## config.mk

```make
export PLATFORM = sky130hd
export DESIGN_NAME = round_judge_flat
export DESIGN_NICKNAME = d
export VERILOG_FILES = /design/src/rtl/round_judge_if.sv /design/src/rtl/round_judge.sv /design/src/flat_wrapper.sv
export SDC_FILE = /design/constraint.sdc
export NUM_CORES = 1
export LEC_CHECK = 0
export CORE_UTILIZATION = 40
export CTS_CLUSTER_DIAMETER = 150
export DETAILED_ROUTE_END_ITERATION = 12
export RECOVER_POWER = 25
export SYNTH_ARGS = -nofsm -noshare
export SYNTH_HDL_FRONTEND = slang
export SYNTH_SLANG_ARGS = --single-unit
```

## constraint.sdc

```tcl
create_clock -name clk -period 2.6 [get_ports clk]
set_input_delay 0.52 -clock clk [delete_from_list [all_inputs] [get_ports clk]]
set_output_delay 0.52 -clock clk [all_outputs]
set_load 0.01 [all_outputs]
```

## src/rtl/round_judge_if.sv

```systemverilog
// round_judge_if: button, game-status and verdict bundle between the cabinet and round_judge.
interface round_judge_if;
    logic       btn_rock;
    logic       btn_paper;
    logic       btn_scissors;
    logic       game_active;
    logic [1:0] result;
    logic       result_valid;
    logic [1:0] player_move;
    logic [1:0] machine_move;
    logic       busy;
    modport master (
        output btn_rock, btn_paper, btn_scissors, game_active,
        input  result, result_valid, player_move, machine_move, busy
    );
    modport slave (
        input  btn_rock, btn_paper, btn_scissors, game_active,
        output result, result_valid, player_move, machine_move, busy
    );
endinterface

```

## src/rtl/round_judge.sv

```systemverilog
// round_judge: captures a player move, runs the reveal countdown, draws an LFSR machine move and judges.
// Defining ROUND_JUDGE_BTN_SYNC_EN adds 2-flop button synchronizers ahead of edge detection.
module round_judge #(
    parameter logic [15:0] REVEAL_CYCLES = 16'd4,
    parameter logic [7:0]  LFSR_SEED     = 8'h01
) (
    input logic          clk,
    input logic          reset,
    round_judge_if.slave bus
);
    typedef enum logic [1:0] {IDLE, REVEAL, JUDGE} state_t;
    state_t      state, state_nx;
    logic [7:0]  lfsr;
    logic [15:0] cnt, cnt_nx;
    logic [2:0]  btn, hist, rise;
    logic        accept;
    logic [1:0]  press_move, draw, win_move, verdict;
    logic [1:0]  result, result_nx, player_move, player_nx, machine_move, machine_nx;
    logic        result_valid, valid_nx, busy;
`ifdef ROUND_JUDGE_BTN_SYNC_EN
    logic [2:0] sync1, sync2;
    always_ff @(posedge clk or negedge reset) begin
        if (!reset) begin
            sync1 <= '0;
            sync2 <= '0;
        end else begin
            sync1 <= {bus.btn_scissors, bus.btn_paper, bus.btn_rock};
            sync2 <= sync1;
        end
    end
    assign btn = sync2;
`else
    assign btn = {bus.btn_scissors, bus.btn_paper, bus.btn_rock};
`endif
    // a press counts only as a lone rising edge with every other button released
    assign rise       = btn & ~hist;
    assign accept     = $onehot(rise) && btn == rise;
    assign press_move = rise[0] ? 2'd1 : rise[1] ? 2'd2 : 2'd3;
    assign draw       = lfsr[1:0] != 2'd3 ? lfsr[1:0] + 2'd1 :
                        lfsr[3:2] != 2'd3 ? lfsr[3:2] + 2'd1 : 2'd1;
    assign win_move   = machine_move == 2'd3 ? 2'd1 : machine_move + 2'd1;
    assign verdict    = player_move == win_move ? 2'b11 :
                        player_move == machine_move ? 2'b01 : 2'b00;
    always_comb begin
        state_nx   = state;
        cnt_nx     = cnt;
        player_nx  = player_move;
        machine_nx = machine_move;
        result_nx  = 2'b01;
        valid_nx   = 1'b0;
        if (state != IDLE && !bus.game_active) begin
            state_nx = IDLE;
        end else if (state == IDLE) begin
            if (accept && bus.game_active) begin
                state_nx   = REVEAL;
                player_nx  = press_move;
                machine_nx = 2'd0;
                cnt_nx     = REVEAL_CYCLES - 16'd1;
            end
        end else if (state == REVEAL) begin
            cnt_nx = cnt - 16'd1;
            if (cnt == 16'd0) begin
                state_nx   = JUDGE;
                machine_nx = draw;
            end
        end else begin
            state_nx  = IDLE;
            result_nx = verdict;
            valid_nx  = 1'b1;
        end
    end
    always_ff @(posedge clk or negedge reset) begin
        if (!reset) begin
            state        <= IDLE;
            cnt          <= '0;
            lfsr         <= LFSR_SEED;
            hist         <= '0;
            result       <= 2'b01;
            result_valid <= 1'b0;
            player_move  <= 2'd0;
            machine_move <= 2'd0;
            busy         <= 1'b0;
        end else begin
            state        <= state_nx;
            cnt          <= cnt_nx;
            lfsr         <= {lfsr[6:0], lfsr[7] ^ lfsr[5] ^ lfsr[4] ^ lfsr[3]};
            hist         <= btn;
            result       <= result_nx;
            result_valid <= valid_nx;
            player_move  <= player_nx;
            machine_move <= machine_nx;
            busy         <= state_nx != IDLE;
        end
    end
    assign bus.result       = result;
    assign bus.result_valid = result_valid;
    assign bus.player_move  = player_move;
    assign bus.machine_move = machine_move;
    assign bus.busy         = busy;
endmodule

```

## src/flat_wrapper.sv

```systemverilog
// flat-port wrapper written by rule: the top's interface ports become plain ports
module round_judge_flat 
#(
    parameter logic [15:0] REVEAL_CYCLES = 16'd4,
    parameter logic [7:0]  LFSR_SEED     = 8'h01
)
  (clk, reset, bus_btn_rock, bus_btn_paper, bus_btn_scissors, bus_game_active, bus_result, bus_result_valid, bus_player_move, bus_machine_move, bus_busy);
  round_judge_if bus_i ();
  input logic clk;
  input logic reset;
  input wire logic [$bits(bus_i.btn_rock)-1:0] bus_btn_rock;
  input wire logic [$bits(bus_i.btn_paper)-1:0] bus_btn_paper;
  input wire logic [$bits(bus_i.btn_scissors)-1:0] bus_btn_scissors;
  input wire logic [$bits(bus_i.game_active)-1:0] bus_game_active;
  output wire logic [$bits(bus_i.result)-1:0] bus_result;
  output wire logic [$bits(bus_i.result_valid)-1:0] bus_result_valid;
  output wire logic [$bits(bus_i.player_move)-1:0] bus_player_move;
  output wire logic [$bits(bus_i.machine_move)-1:0] bus_machine_move;
  output wire logic [$bits(bus_i.busy)-1:0] bus_busy;
  assign bus_i.btn_rock = bus_btn_rock;
  assign bus_i.btn_paper = bus_btn_paper;
  assign bus_i.btn_scissors = bus_btn_scissors;
  assign bus_i.game_active = bus_game_active;
  assign bus_result = bus_i.result;
  assign bus_result_valid = bus_i.result_valid;
  assign bus_player_move = bus_i.player_move;
  assign bus_machine_move = bus_i.machine_move;
  assign bus_busy = bus_i.busy;
  round_judge #(.REVEAL_CYCLES(REVEAL_CYCLES), .LFSR_SEED(LFSR_SEED)) u_core (.clk(clk), .reset(reset), .bus(bus_i));
endmodule
```

Yosys cells after proc, flatten, opt, wreduce, memory -nomap -nowiden
Cells that the tools add are included. Widths: inputs -> output; s select.

Memories: 0. Latch bits: 0. RAM bits: 0. Memory bits (read-only): 0. Bits in registers: 37. Output and inout bits: 8. Word-level logic and storage cells: 68.

Add/sub/neg operators: 6. Bitwise operators: 6. Shift operators: 0. $mul: 0. $lt $le $gt $ge: 0. Divide/modulo/power cells: 0. Mux-type cells: 25. Reduce and logical (&&, ||, !) cells: 13. Equal/unequal tests: 9.

Operator list (count): $mux 16 (3); $mux 2 (17); $logic_not 16->1 (1); $sub 16x1->16 const B (1); $reduce_bool 2->1 (4); $add 2x1->2 const B (3); $ne 2x2->1 const B (3); $reduce_and 3->1 (2); $mux 1 (5); $eq 2x1->1 const B (2); $eq 2x2->1 (2); $reduce_and 4->1 (1); $and 3x3->3 (1); $eq 3x3->1 (1); $logic_and 1x1->1 (3); $not 3->3 (1); $xor 1x1->1 (3); $add 1x1->2 (1); $add 2x1->2 (1); $eq 2x2->1 const B (1); $logic_not 2->1 (1); $logic_not 1->1 (1); $not 1->1 (1).

Depth between registers and ports, before layout
Gate-level depths: netlist of the first run.

Word-level depth: 11. Gate-level depth with buffers: 7. Depth with buffers taken out: 6.

Worst setup path before layout of the first run
OpenSTA, ideal clock, no wires.

Path kind: input to register. Start: input bus_btn_rock. End: register u_core.cnt[10]. Slack: 0.285 ns. Stages on the path: 7. Buffers on the path: 2. Arrival: 2.183 ns. Setup time: 0.132 ns. Cell sequence: nor2b_1 fa_1 nor3b_1 and4_1 clkbuf_1 clkbuf_1 nor2_1.

Word-level cells in the longest chain between the ends: 8. Elaborated cells on any way between the ends: 9.

Ends and longest elaborated chain: from (decl) (line flat_wrapper.sv:11) `input wire logic [$bits(bus_i.btn_rock)-1:0] bus_btn_rock;`; $and 3x3->3 (line round_judge.sv:36) `assign rise = btn & ~hist;`; $add 1x1->2 (implied by the code) (line round_judge.sv:37) `assign accept = $onehot(rise) && btn == rise;`; $add 2x1->2 (implied by the code) (line round_judge.sv:37); $eq 2x1->1 (line round_judge.sv:37); $logic_and 1x1->1 (*) (line round_judge.sv:37); $logic_and 1x1->1 (*) (line round_judge.sv:54) `if (accept && bus.game_active) begin`; $ne 2x2->1 (no source line) (*); $reduce_and 3->1 (no source line) (*); to (signal assigned) (line round_judge.sv:85) `cnt <= cnt_nx;`; to (decl) (line round_judge.sv:14) `logic [15:0] cnt, cnt_nx;`.

Every way passes the cells marked *; elsewhere a longest branch is shown, timed or not. A chain may end at the register's enable or synchronous reset.

Worst setup path after layout of the first run
Start: input bus_btn_scissors. End: register u_core.machine_move[0] (netlist: u_core.bus.machine_move[0]).

Word-level cells in the longest chain between the ends: 7. Elaborated cells on any way between the ends: 8.

Ends and longest elaborated chain: from (decl) (line flat_wrapper.sv:13) `input wire logic [$bits(bus_i.btn_scissors)-1:0] bus_btn_scissors;`; $and 3x3->3 (line round_judge.sv:36); $add 2x1->2 (implied by the code) (line round_judge.sv:37); $eq 2x1->1 (line round_judge.sv:37); $logic_and 1x1->1 (*) (line round_judge.sv:37); $logic_and 1x1->1 (*) (line round_judge.sv:54); $ne 2x2->1 (no source line) (*); $reduce_and 4->1 (no source line) (*); to (signal assigned) (line round_judge.sv:91) `machine_move <= machine_nx;`; to (decl) (line round_judge.sv:18) `logic [1:0] result, result_nx, player_move, player_nx, machine_move, machine_nx;`.

Marked as above.

==> summary.md, run 1 <==
| Metric | Value |
|---|---|
| Ys flop type | dfrtp_1 |
| Max-slew violations | 0 |
| Asr flop ratio synth | 1.000 |
| Starting density of the core | 0.4249 |
| Routed len/inst | 14.48 microns |
| Hold slack | 356.6 ps |
| Worst-path clk slew | approximately 70 ps |
| Core area | a little over 4000 sq um |
| Crit path kind | in -> reg |
| Height of the die | 67.66 microns |
| Final Setup Violations | 0 |
| Worst-margin pin slew | a little over 900 ps |
| H-tree depth | 2 |
| CP startpoint kind | input pin |
| Gpl congestion | 0.8086 |
| Status | finished clean |
| Max Cap Violations | 0 |
| Design area | 2048 sq um |
| Tcrit/Tclk final | 0.9371 |
| Sequential share of the synthesized area | 0.5385 |
| Worst path slowest cell | dlygate4sd3_1 |
| Global-route wire length before repair | 5.713 mm |
| Leakage power | around 0.95 nW |
| Hold Path Depth | 0 |
| CTS Buf Count | 5 |
| RSZ-0062 raised after global routing | no |
| Worst-path fanout max | 6 |
| CTS tree | done |
| I/O Buffers | 13 |
| Clock sink count | 37 |
| Final core occ | 0.5048 |
| Syn Std Cell Area | ~1700 sq um |
| Top Ports | 14 |
| Die W | 67.66 microns |
| Max Clock Freq | ~400 MHz |
| Routed WL | approximately 3.3 mm |
| Max clock buf depth | 2 |
| Vias/cell | ~5.3 |
| Synthesis warning total | 0 |
| Post-synthesis net count | around 170 |
| Final hold vios | 0 |
| Met1 usage | 0.2254 |
| Post-layout minimum cycle time | ~2400 ps |
| Post-cts hold buffer count | 0 |
| VDD IR-drop max | 0.0004199 V |
| Hold Crit Start | u_core.lfsr[6] |
| Synth unique cells | 41 |
| R2r setup slk | between 600 and 700 ps |
| Routing usage on met3 | 0.06081 |
| Pin count of the biggest net entering global routing | 38 |
| Post-synth EDFFs | 0 |
| Avg Cell Area, Syn | 11.20 sq um |
| Post-Synthesis Cells | around 150 |
| Worst r2r src | u_core.hist[0] |
| Number of gates resized after cts | 0 |
| Number of global-route vias before repair | approximately 1,200 |
| Row count | 23 |
| DP Wirelength | approximately 2.4 mm |
| Clock root buffer master | clkbuf_8 |
| Setup Skew | around 9 ps |
| Slew HR | 0.3940 |
| Reg2Reg Depth | 6 |
| Die area | roughly 4600 sq um |
| GRT Total Usage | 0.1764 |
| Crit path DAT | between 2000 and 3000 ps |
| Critical Path Sink Type | flop |
| Fraction of layout instances using a drive strength above 1 | 0.1229 |
| Initial antenna violation count | 0 |
| DRC violations left | 0 |
| Clk_lat worst skew | roughly 300 ps |
| Area growth, synth to finish | 18.80% |
| Layout Nets | 190 |
| Setup Fix Bufs, Post-CTS | 0 |
| Hold endpoint | u_core.lfsr[7] |
| Global routing usage on met2 | 0.2649 |
| Number of synthesized register bits | 37 |
| Critical Path Max Stage Delay | ~570 ps |
| Final antenna-violating net count | 0 |
| Gr busiest metal | met2 |
| Worst min path class | reg -> reg |
| FF-to-FF End | u_core.bus.machine_move[0] |
| Post-DP Area | a little under 2000 sq um |
| Cell Pwr Density | about 1000 nW/um^2 |
| Critical Path RT | about 2800 ps |
| Drt pass-1 iters | 4 |
| Grt total ovfl | 0 |
| Setup TNS | 0 ps |
| 1st-iter DRT viols | 78 |
| Vias | ~1,200 |
| N_diodes | 0 |
| CP cell instances | dlygate4sd3_1 > nor2b_1 > fa_1 > nor3b_1 > and4_1 > o22ai_1 > o21bai_1 |
[registers in the layout, summed over array words and instances (netlist names)]
name,count
u_core.bus.result,2
u_core.cnt,16
u_core.bus.machine_move,2
u_core.bus.busy,1
u_core.bus.result_valid,1
u_core.bus.player_move,2
u_core.state,2
u_core.lfsr,8
u_core.hist,3
[how the worst max path moves through the flow]
stage | to | cells past startpoint | start | slack [ps]
after global placement | u_core.cnt[12] | 7 | bus_btn_rock | 20
after CTS | u_core.bus.machine_move[0] | 7 | bus_btn_rock | 270
after global routing | u_core.bus.machine_move[1] | 7 | bus_btn_scissors | 70
after floorplan | u_core.cnt[10] | 7 | bus_btn_rock | 280
final | u_core.bus.machine_move[0] | 7 | bus_btn_scissors | 160
after detailed placement | u_core.cnt[11] | 7 | bus_btn_rock | -40
[placed cells by master (no fill, tap or decap), types with 3 or more instances in the layout]
cell             count
a21oi_1              7
buf_4                6
clkbuf_8             6
clkdlybuf4s50_1     11
dfrtp_1             35
ha_1                 5
inv_1                5
nand2_1             10
nand3_1              3
nand4_1              3
nor2_1              15
nor2b_1              5
nor3_1               3
o21ai_0              7
o31ai_1              4
or3_1                3
or4_1                4
xnor2_1              7
xor2_1               8
[worst max-delay path, delay by kind of cell]
family / cells / cell delay (ps)
AND/OR/NAND/NOR: 3 / 760
buffers and inverters: 1 / 570
adder cells (fa/ha/maj): 1 / 470
AO/OA/AOI/OAI: 2 / 280
[metrics by stage]
step / setup slack (ps) / total power, mW / instances
final: 163.4 / 2.135 / 229
after CTS: 273.0 / 2.156 / 229
after global routing: 70.13 / 2.304 / 229
after detailed placement: -37.09 / 1.739 / 221
after floorplan: 284.9 / 1.477 / 154
after global placement: 18.37 / 1.683 / 221
[synthesized netlist by cell type, types with 2 or more instances]
cell | instances | area share
clkbuf_1 | 2 | 0.0044
inv_1 | 5 | 0.011
dfrtp_1 | 35 | 0.51
dfstp_2 | 2 | 0.030
or4_1 | 4 | 0.017
o31ai_1 | 4 | 0.017
nand3b_1 | 2 | 0.0087
a22oi_1 | 2 | 0.0087
a21oi_1 | 7 | 0.020
nor2_1 | 15 | 0.033
nor2b_1 | 5 | 0.018
or3_1 | 3 | 0.011
xnor2_1 | 7 | 0.036
xor2_1 | 8 | 0.041
nand3_1 | 3 | 0.0087
nor3_1 | 3 | 0.0087
ha_1 | 5 | 0.036
nand4_1 | 3 | 0.011
o21bai_1 | 2 | 0.0087
nand2_1 | 10 | 0.022
o21ai_0 | 7 | 0.020
[routing by layer]
metal / wire [microns] / vias to the layer above / share of wire
li1: - / 592 / -
met1: 1538 / 605 / 0.46
met2: 1593 / 17 / 0.48
met3: 122 / 6 / 0.037
met4: 60 / 0 / 0.018
met5: 0 / - / 0
[final cells by class]
| type | count | area (sq um) |
|---|---|---|
| clock inverter | 1 | 7.507 |
| clock buffer | 7 | 86.33 |
| tap | 50 | 62.56 |
| multi-input combinational | 109 | 764.5 |
| sequential | 37 | 928.4 |
| inverter | 5 | 18.77 |
| fill | 375 | 2009 |
| timing repair buffer | 20 | 180.2 |
[kinds of logic after synthesis]
| family | Yosys count | share of synthesized area |
|---|---|---|
| fa+ha+maj | 6 | 0.04790 |
| xor+xnor | 15 | 0.07620 |
| buf+inv | 8 | 0.01814 |
| flops | 37 | 0.5385 |
| mux | 1 | 0.005806 |
| compound gates | 25 | 0.08926 |
| simple gates | 62 | 0.2242 |
[power by group]
group          leakage [nW]  switching (mW)  total [mW]  internal [mW]
registers             0.488           0.168       0.879          0.711
logic                 0.417           0.462       0.843          0.380
clock network        0.0445           0.198       0.413          0.215
total                 0.949           0.828        2.13           1.31
Note: power is estimated with default switching activity, not from simulation.
==> inputs of run 2 (changes only) <==
- CORE_MARGIN: default -> 2
==> run 2 against run 1 <==
  * Total power increased by 4.2%
  * Clock skew decreased by 1.2 ps
  * Wire length down 3.7%
  * Clock power rose by 26%
  * Cell count shrank 0.44%
  * Register-to-register slack barely moved
==> summary.md, run 2 (synthesis results as in run 1) <==
| Metric | Value |
|---|---|
| Status | finished clean |
| Largest reg by FF count | u_core.cnt |
| Setup Fix Bufs, Post-CTS | 0 (unchanged) |
| H-tree depth | 2 (unchanged) |
| Row count | 23 (unchanged) |
| DRC violations left | 0 (unchanged) |
| Vias | 1,180 (-3.3%) |
| RSZ-0062 raised after global routing | no |
| Slew HR | 0.4052 (+0.01119) |
| Logic pwr share | 0.369 (-0.026) |
| Crit path DAT | 2510 ps (-100 ps) |
| Layout Nets | 189 (-0.53%) |
| Drt pass-1 iters | 4 (unchanged) |
| GRT Total Usage | 0.1549 (-0.02145) |
| 1st-iter DRT viols | 47 (-40%) |
| Worst-margin pin slew | 892.2 ps (-16.78 ps) |
| Number of global-route vias before repair | 1,248 (+1.1%) |
| Biggest regs | u_core.cnt: 16 flops, u_core.lfsr: 8 flops, u_core.hist: 3 flops |
| CP startpoint kind | input pin |
| Pin count of the biggest net entering global routing | 38 (unchanged) |
| Worst-path clk slew | 70 ps (about the same) |
| Setup Skew | 7.749 ps (-1.200 ps) |
| Max Clock Freq | 426.3 MHz (+3.9%) |
| CTS Buf Count | 5 (unchanged) |
| Worst min path class | reg -> reg |
| Global-route wire length before repair | 5.940 mm (+4.0%) |
| N_diodes | 0 (unchanged) |
| Final hold vios | 0 (unchanged) |
| Post-layout minimum cycle time | 2346 ps (-90.84 ps) |
| Hold Crit Start | u_core.lfsr[6] |
| Post-cts hold buffer count | 0 (unchanged) |
| Worst-path fanout max | 11 (+5) |
| R2r setup slk | 650 ps (about the same) |
| Final antenna-violating net count | 0 (unchanged) |
| Routed len/inst | 14.00 microns (-3.3%) |
| Number of flip-flops in the largest register | 16 (unchanged) |
| Sw Ratio | 0.3705 (-0.01749) |
| Internal | 1.401 mW (+7.2%) |
| Clk_lat worst skew | 290 ps (about the same) |
| Final worst slack | 254.3 ps (+90.84 ps) |
| Critical Path RT | 2770 ps (about the same) |
| DP Wirelength | 2.285 mm (-4.6%) |
| Design area | 2067 sq um (+0.92%) |
| Gpl congestion | 0.7785 (-3.7%) |
| Number of gates resized after cts | 0 (unchanged) |
| Max Cap Violations | 0 (unchanged) |
| Clock power share | 0.234 (+0.041) |
| I/O Buffers | 13 (unchanged) |
| Fraction of layout instances using a drive strength above 1 | 0.1236 (+0.0006905) |
| Max-slew violations | 0 (unchanged) |
| Die W | 69.66 microns (+3.0%) |
| Area growth, synth to finish | 19.88% |
| Crit path kind | in -> reg |
| Tcrit/Tclk final | 0.9022 (-0.03494) |
| Max clock buf depth | 2 (unchanged) |
| Critical Path Sink Type | flop |
| Final Setup Violations | 0 (unchanged) |
| Starting density of the core | 0.4219 (-0.002992) |
| Worst setup path start | bus_btn_rock |
| Core area | 4086 sq um (+0.71%) |
| Commonest non-fill, non-tap cell in the layout | dfrtp_1 |
| Setup WS pre-CTS | -70.66 ps (-33.57 ps) |
| Post-DP Area | 1949 sq um (-0.38%) |
| Die area | 4852 sq um (+6.0%) |
| CTS tree | done |
| Total power | 2.225 mW (+4.2%) |
| Top Ports | 14 (unchanged) |
| Initial antenna violation count | 0 (unchanged) |
| Setup TNS | 0 ps (unchanged) |
| Clock root buffer master | clkbuf_8 |
| Cell Pwr Density | 1076 nW/um^2 (+3.3%) |
| Vias/cell | 5.175 (-2.9%) |
| Worst r2r src | u_core.hist[0] |
| Most frequent cells in the layout | dfrtp_1, nor2_1, clkdlybuf4s50_1 |
| Clock sink count | 37 (unchanged) |
| Height of the die | 69.66 microns (+3.0%) |
| Leakage power | 0.9570 nW (+0.83%) |
| P_sw | 0.8243 mW (-0.46%) |
| Flop pwr share | 0.397 (-0.015) |
| VDD IR-drop max | 0.0004790 V (+14%) |
| Routed WL | 3.191 mm (-3.7%) |
| Grt total ovfl | 0 (unchanged) |
-- run 2: path summary, 6_finish.rpt --
kind | end | cells past startpoint
setup / recovery | u_core.cnt[12] | 7
max in group asynchronous | u_core.cnt[9] | 2
hold reg to reg | u_core.lfsr[7] | 0
setup reg to reg | u_core.cnt[12] | 6
hold / removal | u_core.lfsr[7] | 0
min in group asynchronous | u_core.lfsr[7] | 2
-- run 2: worst max-delay path, cell delays in order --
cell,delay [ps]
clkdlybuf4s50_1,430
nor2b_1,170
fa_1,520
nor3b_1,220
and4_1,360
buf_4,230
a21oi_1,60
-- run 2: routing by layer --
layer  track usage  up-vias  wire length [microns]
met1        0.2047      569                   1573
met3       0.05378        7                    108
met2        0.2361       13                   1454
met5             0        -                      0
met4       0.05769        0                     55
li1              -      591                      -
-- run 2: stage by stage --
stage,hold WS [ps],util,instances
after floorplan,224.4,-,154
after global placement,341.3,0.4770,220
after detailed placement,357.0,0.4770,220
after CTS,374.9,0.5064,228
after global routing,379.1,0.5058,228
final,368.8,0.5058,228
-- run 2: final cells by class --
| cell class | count | area [sq um] |
|---|---|---|
| Clock buffer | 6 | 82.58 |
| Clock inverter | 2 | 37.54 |
| Fill cell | 378 | 2019 |
| Inverter | 5 | 18.77 |
| Multi-Input combinational cell | 109 | 764.5 |
| Sequential cell | 37 | 928.4 |
| Tap cell | 50 | 62.56 |
| Timing Repair Buffer | 19 | 172.7 |
-- run 2: power by group through the flow --
| stage | clock, mW | combinational [mW] | sequential (mW) |
|---|---|---|---|
| global route | 0.565 | 0.929 | 0.912 |
| CTS | 0.534 | 0.833 | 0.883 |
| finish | 0.520 | 0.822 | 0.883 |
| detailed placement | 0 | 0.833 | 0.889 |
| floorplan | 0 | 0.607 | 0.870 |
| global placement | 0 | 0.805 | 0.880 |
==> inputs of run 3 (changes only) <==
- RECOVER_POWER: 25 -> default
- TNS_END_PERCENT: default -> 1
==> run 3 against run 2 <==
  * Worst hold slack about the same
  * Sequential share of layout area decreased by 0.054 points
  * Non-clock buffer count unchanged
  * Utilization increased by 0.061 points
  * Wire length unchanged
  * Total power about the same
  * Worst setup slack unchanged
  * Cell count unchanged
  * Combinational power about the same
  * Critical path depth unchanged
  * Die area unchanged
  * Sequential power about the same
  * Critical endpoint unchanged
==> summary.md, run 3 (synthesis results as in run 1) <==
| Metric | Value |
|---|---|
| Leakage power | 0.9571 nW (about the same) |
| Number of flip-flops in the largest register | 16 (unchanged) |
| Routed WL | 3.191 mm (unchanged) |
| Core area | 4086 sq um (unchanged) |
| Max-slew violations | 0 (unchanged) |
| N_diodes | 0 (unchanged) |
| Most frequent cells in the layout | dfrtp_1, nor2_1, clkdlybuf4s50_1 |
| Clock root buffer master | clkbuf_8 |
| Crit path DAT | 2510 ps (about the same) |
| Post-DP Area | 1949 sq um (unchanged) |
| Cell Pwr Density | 1076 nW/um^2 (about the same) |
| Top Ports | 14 (unchanged) |
| Max Cap Violations | 0 (unchanged) |
| Post-layout minimum cycle time | 2346 ps (unchanged) |
| Setup Skew | 7.749 ps (unchanged) |
| RSZ-0062 raised after global routing | no |
| Grt total ovfl | 0 (unchanged) |
| Area growth, synth to finish | 20.03% |
| Global-route wire length before repair | 5.940 mm (unchanged) |
| Clk_lat worst skew | 290 ps (about the same) |
| Worst-path fanout max | 11 (unchanged) |
| Vias/cell | 5.175 (unchanged) |
| Max Clock Freq | 426.3 MHz (unchanged) |
| DP Wirelength | 2.285 mm (unchanged) |
| Tcrit/Tclk final | 0.9022 (unchanged) |
| Worst-margin pin slew | 459.0 ps (-433.2 ps) |
| Setup TNS | 0 ps (unchanged) |
| Number of gates resized after cts | 0 (unchanged) |
| Final Setup Violations | 0 (unchanged) |
| Largest reg by FF count | u_core.cnt |
| DRC violations left | 0 (unchanged) |
| Critical Path Sink Type | flop |
| Starting density of the core | 0.4219 (unchanged) |
| Post-cts hold buffer count | 0 (unchanged) |
| Max clock buf depth | 2 (unchanged) |
| Final hold vios | 0 (unchanged) |
| Initial antenna violation count | 0 (unchanged) |
| Worst min path class | reg -> reg |
| Biggest regs | u_core.cnt: 16 flops, u_core.lfsr: 8 flops, u_core.hist: 3 flops |
| Met1 usage | 0.2047 (unchanged) |
| GRT Total Usage | 0.1549 (unchanged) |
| VDD IR-drop max | 0.0004790 V (about the same) |
| CTS tree | done |
| Number of global-route vias before repair | 1,248 (unchanged) |
| Gr busiest metal | met2 |
| Die W | 69.66 microns (unchanged) |
| Layout Nets | 189 (unchanged) |
| Commonest non-fill, non-tap cell in the layout | dfrtp_1 |
| CTS Buf Count | 5 (unchanged) |
| Routing usage on met3 | 0.05378 (unchanged) |
| Slew HR | 0.6940 (+0.2888) |
| Status | finished clean |
| I/O Buffers | 13 (unchanged) |
| Pin count of the biggest net entering global routing | 38 (unchanged) |
| Global routing usage on met2 | 0.2361 (unchanged) |
| Height of the die | 69.66 microns (unchanged) |
| Die area | 4852 sq um (unchanged) |
| Gpl congestion | 0.7785 (unchanged) |
| Final antenna-violating net count | 0 (unchanged) |
| Cells after DPL | 220 (unchanged) |
| Row count | 23 (unchanged) |
| Drt pass-1 iters | 4 (unchanged) |
| Fraction of layout instances using a drive strength above 1 | 0.1292 (+0.005618) |
| Clock sink count | 37 (unchanged) |
| Design area | 2069 sq um (+0.12%) |
| Routed len/inst | 14.00 microns (unchanged) |
| Setup Fix Bufs, Post-CTS | 0 (unchanged) |
| H-tree depth | 2 (unchanged) |
| Layout Cells excl Fill | 228 (unchanged) |
| Worst-path clk slew | 70 ps (about the same) |
| CP startpoint kind | input pin |
| 1st-iter DRT viols | 47 (unchanged) |
| Crit path kind | in -> reg |
| Vias | 1,180 (unchanged) |
| Critical Path RT | 2770 ps (about the same) |
## run 3: cell types whose count changed in the layout (fill, tap and decap cells not counted)
cell	before	now
dlygate4sd3_1	1	0
dfstp_1	1	0
clkdlybuf4s50_1	12	13
buf_4	5	6
dfstp_2	1	2
clkbuf_2	1	0
## run 3: where the power goes
| part | leakage (nW) | internal [mW] | total, mW | switching [mW] |
|---|---|---|---|---|
| Combinational | 0.412 | 0.379 | 0.823 | 0.444 |
| Clock | 0.0574 | 0.312 | 0.520 | 0.208 |
| Sequential | 0.487 | 0.711 | 0.883 | 0.172 |
| Total | 0.957 | 1.40 | 2.23 | 0.824 |
## run 3: path summary, 6_finish.rpt
kind                                start              endpoint  slack (ps)  cells past startpoint
max                          bus_btn_rock        u_core.cnt[12]         250                      7
min                        u_core.lfsr[6]        u_core.lfsr[7]         370                      0
max reg2reg                u_core.hist[0]        u_core.cnt[12]         650                      6
min reg2reg                u_core.lfsr[6]        u_core.lfsr[7]         370                      0
max in group asynchronous           reset  u_core.bus.result[0]        1620                      2
min in group asynchronous           reset        u_core.lfsr[7]         640                      2
## run 3: worst max-delay path, cell delays in order
cell and delay [ps]:
clkdlybuf4s50_1 430, nor2b_1 170, fa_1 520, nor3b_1 220, and4_1 360, buf_4 230, a21oi_1 60
## run 3: final cells by class
cell class | count | area (sq um)
clock buffers | 6 | 82.58
clock inverters | 2 | 37.54
fillers | 378 | 2017
inverters | 5 | 18.77
multi-input cells | 109 | 764.5
flip-flops and latches | 37 | 928.4
well taps | 50 | 62.56
repair buffers | 19 | 175.2
## run 3: metal layers
layer / routed length (microns) / vias up
met5: 0 / -
met4: 55 / 0
li1: - / 591
met3: 109 / 7
met1: 1573 / 569
met2: 1454 / 13
## run 3: metrics by stage
stage | total power, mW | setup slack [ps] | hold WS, ps | util
after global placement | 1.685 | -10.54 | 341.3 | 0.4770
final | 2.226 | 254.3 | 368.8 | 0.5064
after CTS | 2.249 | 247.5 | 374.9 | 0.5064
after detailed placement | 1.723 | -70.66 | 357.0 | 0.4770
after floorplan | 1.477 | 284.9 | 224.4 | -
after global routing | 2.407 | 122.3 | 379.1 | 0.5064
